File: src/rtl/regfile_dbg_port.sv
// Debug initiator for the integer register file: single read/write and a
// full dump over valid/ready channels, core signals pass through while idle.
module regfile_dbg_port #(
  parameter int XLEN  = 32,
  parameter int NREGS = 32,
  parameter int AW    = 5
) (
  input  logic            i_clk,
  input  logic            i_rst,
  input  logic            i_halted,
  output logic            o_busy,
  input  logic [AW-1:0]   i_core_rd,
  input  logic [XLEN-1:0] i_core_rd_d,
  input  logic            i_core_wr,
  input  logic [AW-1:0]   i_core_rs1,
  output logic [AW-1:0]   o_rf_rd,
  output logic [XLEN-1:0] o_rf_rd_d,
  output logic            o_rf_wr,
  output logic [AW-1:0]   o_rf_rs1,
  input  logic [XLEN-1:0] i_rf_rs1_d,
  input  logic            i_req_valid,
  output logic            o_req_ready,
  input  logic [1:0]      i_req_op,
  input  logic [AW-1:0]   i_req_addr,
  input  logic [XLEN-1:0] i_req_wdata,
  output logic            o_rsp_valid,
  input  logic            i_rsp_ready,
  output logic [AW-1:0]   o_rsp_addr,
  output logic [XLEN-1:0] o_rsp_data
);

  typedef enum logic [2:0] {
    ST_IDLE,
    ST_WRITE,
    ST_RD_ADDR,
    ST_RD_WAIT,
    ST_RESP,
    ST_DUMP_ADDR,
    ST_DUMP_WAIT,
    ST_DUMP_RESP
  } state_t;

  localparam logic [1:0]    OP_READ  = 2'b00;
  localparam logic [1:0]    OP_WRITE = 2'b01;
  localparam logic [1:0]    OP_DUMP  = 2'b10;
  localparam logic [AW-1:0] LAST_IDX = AW'(NREGS - 1);

  state_t          r_state;
  logic [AW-1:0]   r_addr;
  logic [XLEN-1:0] r_wdata;
  logic [AW-1:0]   r_cnt;
  logic            r_rsp_valid;
  logic [AW-1:0]   r_rsp_addr;
  logic [XLEN-1:0] r_rsp_data;

  logic w_idle;
  logic w_dump;
  logic w_req_fire;

  assign w_idle     = (r_state == ST_IDLE);
  assign w_dump     = (r_state == ST_DUMP_ADDR) || (r_state == ST_DUMP_WAIT) ||
                      (r_state == ST_DUMP_RESP);
  // Reset is folded in so nothing is accepted while the block is held in reset.
  assign o_req_ready = w_idle && i_halted && !i_rst;
  assign w_req_fire  = i_req_valid && o_req_ready;
  assign o_busy      = !w_idle;

  assign o_rsp_valid = r_rsp_valid;
  assign o_rsp_addr  = r_rsp_addr;
  assign o_rsp_data  = r_rsp_data;

  always_comb begin
    o_rf_rd   = r_addr;
    o_rf_rd_d = r_wdata;
    o_rf_wr   = 1'b0;
    o_rf_rs1  = w_dump ? r_cnt : r_addr;
    if (w_idle) begin
      o_rf_rd   = i_core_rd;
      o_rf_rd_d = i_core_rd_d;
      o_rf_wr   = i_core_wr && !i_rst;
      o_rf_rs1  = i_core_rs1;
    end else if (r_state == ST_WRITE) begin
      o_rf_wr = (r_addr != '0);
    end
  end

  always_ff @(posedge i_clk or posedge i_rst) begin
    if (i_rst) begin
      r_state     <= ST_IDLE;
      r_addr      <= '0;
      r_wdata     <= '0;
      r_cnt       <= '0;
      r_rsp_valid <= 1'b0;
      r_rsp_addr  <= '0;
      r_rsp_data  <= '0;
    end else begin
      case (r_state)
        ST_IDLE: begin
          if (w_req_fire) begin
            r_addr  <= i_req_addr;
            r_wdata <= i_req_wdata;
            case (i_req_op)
              OP_READ:  r_state <= ST_RD_ADDR;
              OP_WRITE: r_state <= ST_WRITE;
              OP_DUMP: begin
                r_cnt   <= '0;
                r_state <= ST_DUMP_ADDR;
              end
              default: begin
                r_rsp_valid <= 1'b1;
                r_rsp_addr  <= i_req_addr;
                r_rsp_data  <= '0;
                r_state     <= ST_RESP;
              end
            endcase
          end
        end
        ST_WRITE: begin
          r_rsp_valid <= 1'b1;
          r_rsp_addr  <= r_addr;
          r_rsp_data  <= (r_addr == '0) ? '0 : r_wdata;
          r_state     <= ST_RESP;
        end
        ST_RD_ADDR: r_state <= ST_RD_WAIT;
        ST_RD_WAIT: begin
          r_rsp_valid <= 1'b1;
          r_rsp_addr  <= r_addr;
          r_rsp_data  <= i_rf_rs1_d;
          r_state     <= ST_RESP;
        end
        ST_RESP: begin
          if (i_rsp_ready) begin
            r_rsp_valid <= 1'b0;
            r_state     <= ST_IDLE;
          end
        end
        ST_DUMP_ADDR: r_state <= ST_DUMP_WAIT;
        ST_DUMP_WAIT: begin
          r_rsp_valid <= 1'b1;
          r_rsp_addr  <= r_cnt;
          r_rsp_data  <= i_rf_rs1_d;
          r_state     <= ST_DUMP_RESP;
        end
        ST_DUMP_RESP: begin
          if (i_rsp_ready) begin
            r_rsp_valid <= 1'b0;
            if (r_cnt == LAST_IDX) begin
              r_state <= ST_IDLE;
            end else begin
              r_cnt   <= r_cnt + 1'b1;
              r_state <= ST_DUMP_ADDR;
            end
          end
        end
        default: r_state <= ST_IDLE;
      endcase
    end
  end

endmodule

File: config.mk
export PLATFORM = sky130hd
export DESIGN_NAME = regfile_dbg_port
export DESIGN_NICKNAME = d
export VERILOG_FILES = /design/src/rtl/regfile_dbg_port.sv
export SDC_FILE = /design/constraint.sdc
export NUM_CORES = 1
export LEC_CHECK = 0
export ABC_AREA = 0
export CAP_MARGIN = 25
export CORE_MARGIN = 10
export CORE_UTILIZATION = 45
export CTS_CLUSTER_SIZE = 28
export DETAILED_ROUTE_END_ITERATION = 6
export MAX_ROUTING_LAYER = met4
export PLACE_DENSITY = 0.91
export SLEW_MARGIN = 10
export SYNTH_ARGS = -nofsm -noshare
export SYNTH_HDL_FRONTEND = slang
export SYNTH_SLANG_ARGS = --single-unit
File: constraint.sdc
create_clock -name i_clk -period 12.2 [get_ports i_clk]
set_input_delay 3.05 -clock i_clk [delete_from_list [all_inputs] [get_ports i_clk]]
set_output_delay 3.05 -clock i_clk [all_outputs]
set_load 0.01 [all_outputs]
==> out/qor.csv, run 1 <==
stage,metric,value,unit
worst_hold_path,hp-class,reg -> reg,
sta,finClkSkew,0.0119,ns
route,ant_nets,0,
synth,synthAdderAreaFrac,0.0143,
die,floorplan.die_area,14000,um^2
critical_path,crit_type,in -> out,
critical_path,cp.arrival,4.99,ns
critical_path,cp-startpoint,i_rst,
route,vias,4235,
synth,synth-compound-area-share,0.124,
synth,yosys_warnings,0,
route,routedWlPerCell,19.3,um
synth,synth-simple-area-share,0.198,
sta,finalSetupTns,0,ns
die,die_y,118,um
synth,syn_avg_cell_area,9.33,um^2
synth,synth-seq-cells,83,
clock_network,insertion_delay,0.33,ns
critical_path,r2r_start,r_state[1],
synth,async_flop_share,1.00,
pwr,total_power,1.50,mW
outcome,status,finished clean,
route,detail_route.iter0.violations,293,
pwr,p_int,0.913,mW
run,maxCapViolations,0,
synth,synth-edff-count,0,
critical_path,r2r_end,r_wdata[28],
synth,synthesis.nets,592,
critical_path,rrSetupSlack,9.19,ns
synth,yosys.area_share.xor_xnor,0,
clock_network,root_buffer,clkbuf_8,
critical_path,crit_end,o_rf_wr,
synth,synthesis.area,4370,um^2
synth,synthCells,468,
sta,rsz0062_at_grt,no,
clock_network,h-tree-depth,3,
finish,post-route-util,0.707,
sta,slew_viol_final,0,
die,num_rows,35,
clock_network,path_clk_slew,0.08,ns
place,gp_congestion,0.865,
synth,synth_top_family_by_area,simple AND/OR/NAND/NOR gates,
route,routed_via_density,5.37,
route,dr.pass1.iters,5,
clock_network,cts_tree,done,
sta,tightestPinTransition,1.03,ns
clock_network,cts_buffers,9,
synth,synth-seq-area-share,0.476,
sta,period_share,0.659,
synth,synthMuxAreaShare,0.140,
route,wirelength,15200,um
pwr,leakage,3.02,nW
pwr,clock_power_share,0.126,
clock_network,cts_setup_buffers,0,
finish,drive_above_1_share,0.0727,
pwr,ir_drop,0.132,mV
clock_network,postCtsHoldBufs,0,
route,drc,0,
die,initial_utilization,0.468,
critical_path,ff2ff_path_depth,4,
pwr,p_sw,0.586,mW
grt,grt_use_total,0.216,
synth,synthFlopType,dfrtp_1,
finish,fin_nets,780,
sta,min_period,8.04,ns
pwr,powerDensity,227,nW/um^2
pwr,p_seq_frac,0.347,
grt,grt_pass1_wl,23900,um
sta,relSlewSlack,0.312,
pwr,p_comb_frac,0.527,
clock_network,clock_sinks,83,
synth,yosysUniqueCellTypes,41,
grt,gr-total-overflow,0,
finish,n_antenna_cell,0,
die,ios,202,
critical_path,crit_path_start_kind,primary input,
critical_path,worstPathRequired,9.15,ns
grt,grt_max_degree,50,
critical_path,endpoint_kind,output pin,
finish,syn2layout_area_growth,51.0,%
clock_network,clk_path_buf_depth,2,
sta,hold_violations,0,
grt,antenna_found_initial,0,
die,core-area,9330,um^2
place,portBuffers,201,
sta,whs,0.468,ns
place,hpwl,11700,um
sta,fmax,0.124,GHz
critical_path,cp_max_fo,38,
die,die_w,118,um
clock_network,ctsResizeCount,0,
grt,grt_pass1_vias,4305,
sta,finalSetupViolations,0,
pwr,swShare,0.391,
[power groups by stage]
stage,clock (mW),sequential (mW),combinational (mW)
after global placement,0,0.512,0.770
after CTS,0.194,0.517,0.801
after global routing,0.206,0.539,0.860
after floorplan,0,0.499,0.407
after detailed placement,0,0.523,0.798
final,0.189,0.520,0.790
[worst max-delay path, stage by stage]
cell and delay [ns]:
clkdlybuf4s50_1 0.52, clkinv_2 0.52, a31o_2 0.41, clkdlybuf4s50_1 0.48
[worst min-delay path by stage]
| stage | startpoint | end | cells past startpoint |
|---|---|---|---|
| finish | o_rsp_data[4] | o_rsp_data[4] | 2 |
| global route | o_rsp_data[0] | o_rsp_data[0] | 2 |
| CTS | o_rsp_data[4] | o_rsp_data[4] | 2 |
| detailed placement | o_rsp_data[0] | o_rsp_data[0] | 2 |
| global placement | o_rsp_data[11] | o_rsp_data[11] | 2 |
| floorplan | r_wdata[23] | r_wdata[23] | 1 |
[routing by layer]
metal / GRT usage / share of wire / up-vias
li1: - / - / 1978
met1: 0.240 / 0.38 / 2061
met2: 0.382 / 0.54 / 172
met3: 0.0333 / 0.056 / 24
met4: 0.0794 / 0.026 / 0
met5: - / 0 / -
[cell usage after synthesis, types with 3 or more instances]
| cell | instances | area [um^2] |
|---|---|---|
| o22ai_1 | 4 | 25.0 |
| nand2_1 | 179 | 672 |
| clkbuf_1 | 9 | 33.8 |
| inv_1 | 5 | 18.8 |
| mux2_4 | 3 | 45.0 |
| dfrtp_1 | 83 | 2080 |
| a22oi_1 | 34 | 255 |
| mux2_1 | 30 | 338 |
| nor2_1 | 12 | 45.0 |
| o21ai_0 | 20 | 100 |
| mux2_2 | 15 | 169 |
| a21oi_1 | 12 | 60.1 |
| mux2i_1 | 6 | 60.1 |
| nand4_1 | 3 | 18.8 |
| buf_2 | 10 | 50.1 |
| ha_1 | 5 | 62.6 |
| buf_6 | 7 | 78.8 |
[state kept, by name, summed over array words and instances (netlist names)]
signal,cells
o_rsp_valid,1
r_cnt,5
r_wdata,32
o_rsp_addr,5
o_rsp_data,32
r_state,3
r_addr,5
[area by class of cell]
type | count | area [um^2]
Clock buffer | 10 | 128
Clock inverter | 5 | 55.1
Fill cell | 696 | 2740
Inverter | 6 | 23.8
Multi-Input combinational cell | 349 | 2090
Sequential cell | 83 | 2080
Tap cell | 129 | 161
Timing Repair Buffer | 207 | 2060
[per-stage QoR]
stage | setup slack, ns | std cells | cell area [um^2]
floorplan | 3.92 | 468 | 4370
global placement | 4.13 | 774 | 6410
detailed placement | 4.09 | 774 | 6410
CTS | 4.08 | 789 | 6590
global route | 3.98 | 789 | 6590
finish | 4.16 | 789 | 6590
[kinds of logic after synthesis]
logic type / Yosys count
AND/OR/NAND/NOR: 210
flip-flops: 83
AO/OA/AOI/OAI: 80
multiplexers: 54
buffers and inverters: 36
adder cells (fa/ha/maj): 5
[cells in the final DEF, fill, tap and decap left out, types with 2 or more instances in the layout]
| cell type | count |
|---|---|
| a31oi_1 | 2 |
| clkdlybuf4s50_1 | 201 |
| buf_4 | 6 |
| mux2i_1 | 6 |
| nor2_1 | 12 |
| o22ai_1 | 4 |
| clkinvlp_4 | 2 |
| a22oi_1 | 34 |
| nor2b_1 | 2 |
| nand2b_1 | 2 |
| nand2_1 | 179 |
| mux2_4 | 3 |
| mux2_2 | 15 |
| dfrtp_1 | 83 |
| mux2_1 | 30 |
| clkinv_2 | 3 |
| o21ai_0 | 20 |
| and3_1 | 2 |
| inv_1 | 4 |
| nand3_1 | 2 |
| clkbuf_8 | 9 |
| a21oi_1 | 12 |
| ha_1 | 5 |
| nand4_1 | 3 |
Note: power is estimated with default switching activity, not from simulation.
==> run 2, diff against run 1 <==
Settings changed: CORE_UTILIZATION 45 to 38, PLACE_DENSITY 0.91 to 0.83.
Clock period 12.2 ns to 6.53 ns, I/O delays scaled along.
==> run 2 against run 1 <==
  * Global-route usage fell by 3.0 points
  * First-iteration DRC count rose by 8.2%
  * Utilization fell by 11 points
  * Sequential cell count did not move
==> out/qor.csv, run 2 (synthesized netlist as in run 1, its figures left out) <==
stage,metric,value,unit,change
clock_network,postCtsHoldBufs,0,,unchanged
sta,period_share,0.779,,
finish,fillers,990,,was 696
sta,slew_viol_final,0,,unchanged
critical_path,cp_max_fo,31,,was 38
finish,syn2layout_area_growth,54.7,%,was 51.0%
grt,grt_use_total,0.186,,was 0.216
finish,final_cell_mix,"201 x clkdlybuf4s50_1, 179 x nand2_1, 83 x dfrtp_1, 34 x a22oi_1, 30 x mux2_1",,unchanged
finish,regArea,2080,um^2,unchanged
route,detail_route.iter0.violations,317,,was 293
critical_path,rrSetupSlack,3.69,ns,was 9.19 ns
route,wirelength,15000,um,was 15200 um
critical_path,crit_type,in -> out,,unchanged
finish,layoutNonFillerInstCount,804,,was 789
run,maxCapViolations,0,,unchanged
clock_network,clock_sinks,83,,unchanged
finish,multi_input_area,2090,um^2,unchanged
worst_hold_path,min_to,o_rsp_data[8],,was o_rsp_data[4]
pwr,p_int,1.84,mW,was 0.913 mW
die,initial_utilization,0.386,,was 0.468
die,core-area,11300,um^2,was 9330 um^2
pwr,total_power,2.95,mW,was 1.50 mW
grt,grt_pass1_wl,24200,um,was 23900 um
place,gp_congestion,0.797,,was 0.865
clock_network,ctsResizeCount,0,,unchanged
finish,n_antenna_cell,0,,unchanged
grt,antenna_found_initial,0,,unchanged
pwr,clock_power_share,0.173,,was 0.126
clock_network,clk_path_buf_depth,2,,unchanged
critical_path,cp.arrival,3.46,ns,was 4.99 ns
clock_network,path_clk_slew,0.06,ns,was 0.08 ns
place,placed_area,6430,um^2,was 6410 um^2
pwr,p_comb_frac,0.498,,was 0.527
sta,finalSetupViolations,0,,unchanged
finish,fin_nets,781,,was 780
pwr,leakage,3.09,nW,was 3.02 nW
grt,met2_usage,0.335,,was 0.382
pwr,p_seq_frac,0.329,,was 0.347
worst_hold_path,hold_depth,2,,unchanged
critical_path,worstPathRequired,4.90,ns,was 9.15 ns
sta,min_period,5.09,ns,
pwr,swShare,0.376,,was 0.391
place,portBuffers,201,,unchanged
sta,hold_violations,0,,unchanged
route,ant_nets,0,,unchanged
place,place_inst,788,,was 774
grt,busiest_layer,met2,,unchanged
sta,fmax,0.197,GHz,
clock_network,h-tree-depth,3,,unchanged
route,dr.pass1.iters,5,,unchanged
clock_network,cts_buffers,9,,unchanged
critical_path,crit_path_start_kind,primary input,,unchanged
finish,drive_above_1_share,0.0756,,was 0.0727
finish,finalInstanceArea,6760,um^2,was 6590 um^2
worst_hold_path,hp-class,reg -> reg,,unchanged
pwr,p_sw,1.11,mW,was 0.586 mW
grt,globalRouteMet1Util,0.202,,was 0.240
die,num_rows,39,,was 35
grt,gr-total-overflow,0,,unchanged
clock_network,cts_tree,done,,unchanged
sta,whs,0.466,ns,was 0.468 ns
clock_network,root_buffer,clkbuf_16,,was clkbuf_8
route,routedWlPerCell,18.7,um,was 19.3 um
sta,tightestPinTransition,0.866,ns,was 1.03 ns
route,vias,4190,,was 4235
sta,rsz0062_at_grt,no,,unchanged
critical_path,ff2ff_path_depth,5,,was 4
place,hpwl,11300,um,was 11700 um
route,drc,0,,unchanged
die,die_w,127,um,was 118 um
critical_path,r2r_end,r_wdata[10],,was r_wdata[28]
critical_path,endpoint_kind,output pin,,unchanged
finish,final_common_cell,clkdlybuf4s50_1,,unchanged
grt,globalRouteMet3Util,0.0418,,was 0.0333
clock_network,insertion_delay,0.32,ns,was 0.33 ns
critical_path,r2r_start,r_state[1],,unchanged
pwr,powerDensity,437,nW/um^2,was 227 nW/um^2
pwr,ir_drop,0.224,mV,was 0.132 mV
sta,finalSetupTns,0,ns,unchanged
die,die_y,127,um,was 118 um
die,ios,202,,unchanged
grt,grt_pass1_vias,4490,,was 4305
worst_hold_path,min_from,o_rsp_data[8],,was o_rsp_data[4]
grt,grt_max_degree,57,,was 50
clock_network,cts_setup_buffers,0,,unchanged
route,routed_via_density,5.21,,was 5.37
die,floorplan.die_area,16200,um^2,was 14000 um^2
sta,relSlewSlack,0.414,,was 0.312
sta,finClkSkew,0.00690,ns,was 0.0119 ns
outcome,status,finished clean,,unchanged
[run 2: cell count changes in the layout (fill, tap and decap cells not counted), sizes merged]
cell and delta:
clkinv -1, inv +1, buf +1
[run 2: how the worst max path moves through the flow]
stage                        to  slack [ns]   from  cells past startpoint
floorplan           o_req_ready        1.09  i_rst                      2
detailed placement      o_rf_wr        1.37  i_rst                      4
global route            o_rf_wr        1.25  i_rst                      4
global placement        o_rf_wr        1.39  i_rst                      4
finish                  o_rf_wr        1.44  i_rst                      4
CTS                     o_rf_wr        1.37  i_rst                      4
[run 2: stage by stage]
step / util / setup slack (ns)
global route: 0.597 / 1.25
CTS: 0.594 / 1.37
global placement: 0.568 / 1.39
floorplan: - / 1.09
finish: 0.597 / 1.44
detailed placement: 0.568 / 1.37
[run 2: layout make-up]
class | count | area share
multi-input combinational | 349 | 0.309
timing repair buffer | 208 | 0.309
sequential | 83 | 0.307
clock buffer | 10 | 0.0354
tap | 143 | 0.0265
clock inverter | 5 | 0.00926
inverter | 6 | 0.00352
[run 2: power groups by stage]
stage          Combinational, mW  Sequential (mW)  Clock [mW]
2_1_floorplan              0.760            0.933           0
3_3_place_gp                1.44            0.958           0
3_5_place_dp                1.49            0.976           0
4_1_cts                     1.49            0.968       0.522
5_1_grt                     1.60             1.01       0.544
6_report                    1.47            0.971       0.511
[run 2: routing by layer]
layer  vias to the layer above  routed length (um)  share of wire
met5                         -                   0              0
met1                      2043                5830           0.39
li1                       1979                   -              -
met4                         0                 236          0.016
met3                        18                 880          0.058
met2                       150                8100           0.54
[run 2: worst max-delay path, cell delays in order]
cell,delay [ns]
clkdlybuf4s50_1,0.51
clkinv_2,0.44
a31o_2,0.37
clkdlybuf4s50_1,0.49
